<file path="config.mk">
export PLATFORM = sky130hd
export DESIGN_NAME = counter_sequencer
export DESIGN_NICKNAME = d
export VERILOG_FILES = /design/src/rtl/counter_pkg.sv /design/src/rtl/step_counter.sv /design/src/rtl/counter_sequencer.sv
export SDC_FILE = /design/constraint.sdc
export NUM_CORES = 1
export LEC_CHECK = 0
export CAP_MARGIN = 10
export CORE_MARGIN = 3
export CORE_UTILIZATION = 25
export DETAILED_ROUTE_END_ITERATION = 6
export HOLD_SLACK_MARGIN = 0.02
export PLACE_DENSITY = 0.54
export SLEW_MARGIN = 15
export SYNTH_ARGS = -nofsm -noshare
export SYNTH_HDL_FRONTEND = slang
export SYNTH_SLANG_ARGS = --single-unit
</file>
<file path="constraint.sdc">
create_clock -name clk -period 5.1 [get_ports clk]
set_input_delay 1.53 -clock clk [delete_from_list [all_inputs] [get_ports clk]]
set_output_delay 1.53 -clock clk [all_outputs]
set_load 0.05 [all_outputs]
</file>
<file path="src/rtl/counter_pkg.sv">
// Shared types and constants for the sequenced up/down counter.
// Imported by the sequencer FSM and its step counter datapath.
package counter_pkg;

  typedef enum logic [2:0] {
    IDLE = 3'd0,
    LOAD = 3'd1,
    RUN  = 3'd2,
    HOLD = 3'd3,
    DONE = 3'd4
  } seq_state_t;

  localparam logic DIR_UP   = 1'b1;
  localparam logic DIR_DOWN = 1'b0;

  // A requested pass count of zero still runs one pass.
  function automatic logic [4:0] eff_reps(input logic [3:0] r);
    return (r == 4'd0) ? 5'd1 : {1'b0, r};
  endfunction

endpackage

</file>
<file path="src/rtl/step_counter.sv">
// Loadable up/down counter: load_val on load, else +/-1 per cycle when en, one-cycle latency.
// No backpressure; load has priority over en, reset over both.
module step_counter
  import counter_pkg::*;
#(
  parameter int bits = 4
) (
  input  logic            clk,
  input  logic            rst,
  input  logic            load,
  input  logic [bits-1:0] load_val,
  input  logic            en,
  input  logic            select,
  output logic [bits-1:0] count
);

  localparam logic [bits-1:0] ONE = {{(bits-1){1'b0}}, 1'b1};

  logic [bits-1:0] count_d;
  logic [bits-1:0] count_q;

  always_comb begin
    count_d = count_q;
    if (load) begin
      count_d = load_val;
    end else if (en) begin
      count_d = (select == DIR_UP) ? (count_q + ONE) : (count_q - ONE);
    end
  end

  always_ff @(posedge clk) begin
    if (rst) begin
      count_q <= '0;
    end else begin
      count_q <= count_d;
    end
  end

  assign count = count_q;

endmodule

</file>
<file path="src/rtl/counter_sequencer.sv">
// Sequenced counter runs: start/busy/done handshake, N passes start->end value with pause/abort.
// All outputs registered; start is ignored (not queued) while busy, abort beats pause.
module counter_sequencer
  import counter_pkg::*;
#(
  parameter int bits = 4
) (
  input  logic            clk,
  input  logic            rst,
  input  logic            start,
  input  logic            select,
  input  logic [bits-1:0] target,
  input  logic [3:0]      reps,
  input  logic            pause,
  input  logic            abort,
  output logic [bits-1:0] count,
  output logic [3:0]      pass_idx,
  output logic            busy,
  output logic            done
);

  seq_state_t state_d, state_q;

  logic            sel_d, sel_q;
  logic [bits-1:0] target_d, target_q;
  logic [3:0]      reps_d, reps_q;
  logic [3:0]      pass_idx_d, pass_idx_q;
  logic            busy_d, busy_q;
  logic            done_d, done_q;

  logic            cnt_load;
  logic            cnt_en;
  logic [bits-1:0] start_val;
  logic [bits-1:0] end_val;
  logic            at_end;
  logic            last_pass;

  assign start_val = (sel_q == DIR_UP) ? '0 : target_q;
  assign end_val   = (sel_q == DIR_UP) ? target_q : '0;
  assign at_end    = (count == end_val);
  assign last_pass = (({1'b0, pass_idx_q} + 5'd1) >= eff_reps(reps_q));

  step_counter #(
    .bits(bits)
  ) u_step (
    .clk     (clk),
    .rst     (rst),
    .load    (cnt_load),
    .load_val(start_val),
    .en      (cnt_en),
    .select  (sel_q),
    .count   (count)
  );

  always_ff @(posedge clk) begin
    if (rst) begin
      state_q    <= IDLE;
      sel_q      <= 1'b0;
      target_q   <= '0;
      reps_q     <= '0;
      pass_idx_q <= '0;
      busy_q     <= 1'b0;
      done_q     <= 1'b0;
    end else begin
      state_q    <= state_d;
      sel_q      <= sel_d;
      target_q   <= target_d;
      reps_q     <= reps_d;
      pass_idx_q <= pass_idx_d;
      busy_q     <= busy_d;
      done_q     <= done_d;
    end
  end

  always_comb begin
    state_d = state_q;
    unique case (state_q)
      IDLE: if (start) state_d = LOAD;
      LOAD: state_d = abort ? IDLE : RUN;
      RUN: begin
        if (abort)          state_d = IDLE;
        else if (pause)     state_d = HOLD;
        else if (!at_end)   state_d = RUN;
        else if (!last_pass) state_d = LOAD;
        else                state_d = DONE;
      end
      HOLD: begin
        if (abort)       state_d = IDLE;
        else if (!pause) state_d = RUN;
      end
      DONE:    state_d = IDLE;
      default: state_d = IDLE;
    endcase
  end

  // busy/done are computed from the next state so they are flop outputs aligned with state_q.
  always_comb begin
    sel_d      = sel_q;
    target_d   = target_q;
    reps_d     = reps_q;
    pass_idx_d = pass_idx_q;
    cnt_load   = 1'b0;
    cnt_en     = 1'b0;
    busy_d     = (state_d != IDLE);
    done_d     = (state_d == DONE);
    unique case (state_q)
      IDLE: begin
        if (start) begin
          sel_d      = select;
          target_d   = target;
          reps_d     = reps;
          pass_idx_d = '0;
        end
      end
      LOAD: cnt_load = !abort;
      RUN: begin
        if (!abort && !pause) begin
          if (!at_end)         cnt_en = 1'b1;
          else if (!last_pass) pass_idx_d = pass_idx_q + 4'd1;
        end
      end
      default: ;
    endcase
  end

  assign pass_idx = pass_idx_q;
  assign busy     = busy_q;
  assign done     = done_q;

endmodule

</file>
==> flow_metrics.py <==
metrics = {
    "outcome": {
        "status": "complete, no violations",
    },
    "power": {
        "seqPwrFrac": 0.439,
        "irDropWorstVdd_mv": 0.0988,
        "combPwrFrac": 0.277,
        "p_sw_mw": 0.142,
        "p_clk_frac": 0.283,
        "p_int_mw": 0.301,
        "total_power_mw": 0.442,
        "switching_share": 0.320,
        "power.density_nw_per_um2": 260,
        "static-leakage-power_nw": 0.637,
    },
    "floorplan": {
        "initial_core_util": 0.263,
        "die_height_um": 79.8,
        "rows": 26,
        "core_area_um2": 5170,
        "die_area_um2": 6370,
        "fp.dieW_um": 79.8,
        "ios": 24,
    },
    "setup_path": {
        "crit_start": "u_step.count[1]$_SDFFE_PP0P_",
        "cp_num_cells": 1,
        "cp_slowest_cell": "clkdlybuf4s50_1",
        "critical_path_buf_inv_count": 1,
        "max_stage_delay_ns": 0.86,
        "ff2ff_path_depth": 5,
        "worstPathRequired_ns": 3.57,
        "cp-end-kind": "primary output",
        "r2r_setup_slack_ns": 3.06,
        "path_cells": "clkdlybuf4s50_1",
        "crit_type": "reg -> out",
        "timing.rr.start": "u_step.count[2]$_SDFFE_PP0P_",
        "crit_end": "count[1]",
        "path_max_fanout": 7,
        "path_delay_family": "buffers and inverters",
        "crit_arrival_ns": 1.61,
        "r2r_end": "u_step.count[0]$_SDFFE_PP0P_",
        "start_kind": "flip-flop",
    },
    "yosys": {
        "yosysTopAreaCellShare": 0.324,
        "postSynthAreaPerCell_um2": 8.35,
        "yosysTopAreaCell": "dfxtp_1",
        "synth.most_common_cell": "nand2_1",
        "yosys-top-cells-count": "nand2_1 (27), dfxtp_1 (22), a21oi_1 (16)",
        "synth_edf_count": 0,
        "synth-main-ff-cell": "dfxtp_1",
        "syn_area_um2": 1360,
        "synth_nets": 185,
        "syn_inst": 163,
        "synth_cell_type_count": 52,
        "ys_warn_count": 0,
        "netlist_top_cells_area": "dfxtp_1 (32%), nand2_1 (7.4%), ha_1 (6.4%), a21oi_1 (5.9%), o211ai_1 (2.8%)",
        "synth-seq-area-share": 0.324,
        "ys_seq_elements": 22,
        "async_reset_ff_frac": 0,
    },
    "route": {
        "drt_wl_total_um": 3120,
        "firstDrtPassIters": 4,
        "viasPerCell": 4.85,
        "drc": 0,
        "ant_nets": 0,
        "avgRoutedWirePerCell_um": 12.2,
        "vias": 1238,
        "drtIter0Drc": 106,
    },
    "global_routing": {
        "grt_pass1_vias": 1140,
        "grt-ovfl-total": 0,
        "grt_usage": 0.107,
        "grt_first_pass_wirelength_um": 5460,
        "antenna_found_initial": 0,
        "grt_max_degree": 19,
    },
    "clock_network": {
        "clock_sinks": 22,
        "cts_tree": "done",
        "clk_latency_ns": 0.26,
        "clk_pin_slew_ns": 0.08,
        "cts_buffer_depth": 2,
        "ctsHoldBuffers": 0,
        "h-tree-depth": 1,
        "cts_buffers": 3,
        "cts_setup_buffers": 0,
        "ctsResizeCount": 0,
        "cts_root_buf": "clkbuf_8",
    },
    "placed_design": {
        "hpwl_um": 2330,
        "place.gp.congestion": 0.849,
        "portBuffers": 23,
        "dpl.cell_count": 251,
    },
    "sta": {
        "rsz0062_at_grt": "false",
        "setup_viol": 0,
        "slew_viol_final": 0,
        "period_minus_slack_ns": 3.14,
        "fin_setup_tns_ns": 0,
        "fin_worst_skew_ns": 0.00174,
        "finalHoldViolations": 0,
        "fmax_mhz": 319,
        "finalCritPeriodShare": 0.615,
        "whs_ns": 0.457,
        "worstMarginPinSlew_ns": 0.679,
        "slew_headroom": 0.541,
    },
    "layout": {
        "diodes": 0,
        "final_nets": 208,
        "synthToLayoutAreaGrowth_pct": 25.1,
        "final_util": 0.329,
        "drive_above_1_share": 0.0973,
        "finalNonFillerCells": 255,
    },
    "worst_hold_path": {
        "min_path_type": "reg -> reg",
        "min_from": "reps_q[3]$_SDFFE_PP0P_",
    },
    "run": {
        "drv_cap": 0,
    },
}
## per-stage QoR
stage | worst slack [ns] | area, um^2
finish | 1.96 | 1700
global route | 1.86 | 1700
CTS | 1.94 | 1700
detailed placement | 1.74 | 1650
global placement | 1.71 | 1650
floorplan | 2.40 | 1360
## routing by layer
layer / wire length (um) / up-vias / global-route usage / part of all wire
li1: - / 636 / - / -
met1: 1520 / 577 / 0.151 / 0.49
met2: 1430 / 23 / 0.164 / 0.46
met3: 149 / 2 / 0.0214 / 0.048
met4: 23 / 0 / 0.0304 / 0.0074
met5: 0 / - / 0 / 0
## flip-flops by register name, summed over array words and instances (netlist names)
| signal | cells |
|---|---|
| u_step.count | 4 |
| pass_idx | 4 |
| done | 1 |
| target_q | 4 |
| sel_q | 1 |
| state_q | 3 |
| reps_q | 4 |
| busy | 1 |
## layout by cell type, fill, tap and decap left out, types with 2 or more instances in the layout
master,n
inv_2,3
a31oi_1,2
inv_1,7
dfxtp_1,22
a21oi_1,16
nor2b_1,2
a211oi_1,2
nand3_1,3
and3_1,2
clkbuf_8,4
and2_1,2
o21ai_0,5
nor2_1,9
clkdlybuf4s50_1,23
nand4_1,4
ha_1,7
a31o_1,2
nand2b_1,3
o211ai_1,5
o21a_1,2
xor2_1,2
nand2_1,27
or3_1,2
## power by group through the flow
stage	sequential (mW)	combinational (mW)	clock (mW)
2_1_floorplan	0.209	0.0800	0
3_3_place_gp	0.199	0.123	0
3_5_place_dp	0.199	0.122	0
4_1_cts	0.195	0.123	0.131
5_1_grt	0.197	0.136	0.137
6_report	0.194	0.123	0.125
## cell type report
| class | count | area, um^2 |
|---|---|---|
| Tap cell | 70 | 87.6 |
| Multi-Input combinational cell | 125 | 845 |
| Timing Repair Buffer | 24 | 238 |
| Fill cell | 572 | 3470 |
| Inverter | 10 | 37.5 |
| Clock buffer | 4 | 55.1 |
| Sequential cell | 22 | 440 |
## how the worst min path moves through the flow
stage | to | slack, ns | cells after the start
floorplan | reps_q[0]$_SDFFE_PP0P_ | 0.44 | 2
global placement | reps_q[2]$_SDFFE_PP0P_ | 0.45 | 2
detailed placement | reps_q[2]$_SDFFE_PP0P_ | 0.45 | 2
CTS | reps_q[2]$_SDFFE_PP0P_ | 0.46 | 2
global route | reps_q[0]$_SDFFE_PP0P_ | 0.49 | 2
finish | reps_q[3]$_SDFFE_PP0P_ | 0.46 | 2
## logic make-up after synthesis
kind of cell | synth area share
XOR/XNOR | 0.0193
adder cells (fa/ha/maj) | 0.0790
flip-flops | 0.324
AND/OR/NAND/NOR | 0.249
buffers and inverters | 0.0561
AO/OA/AOI/OAI | 0.273
No activity file was read; power rests on OpenSTA's default activity.
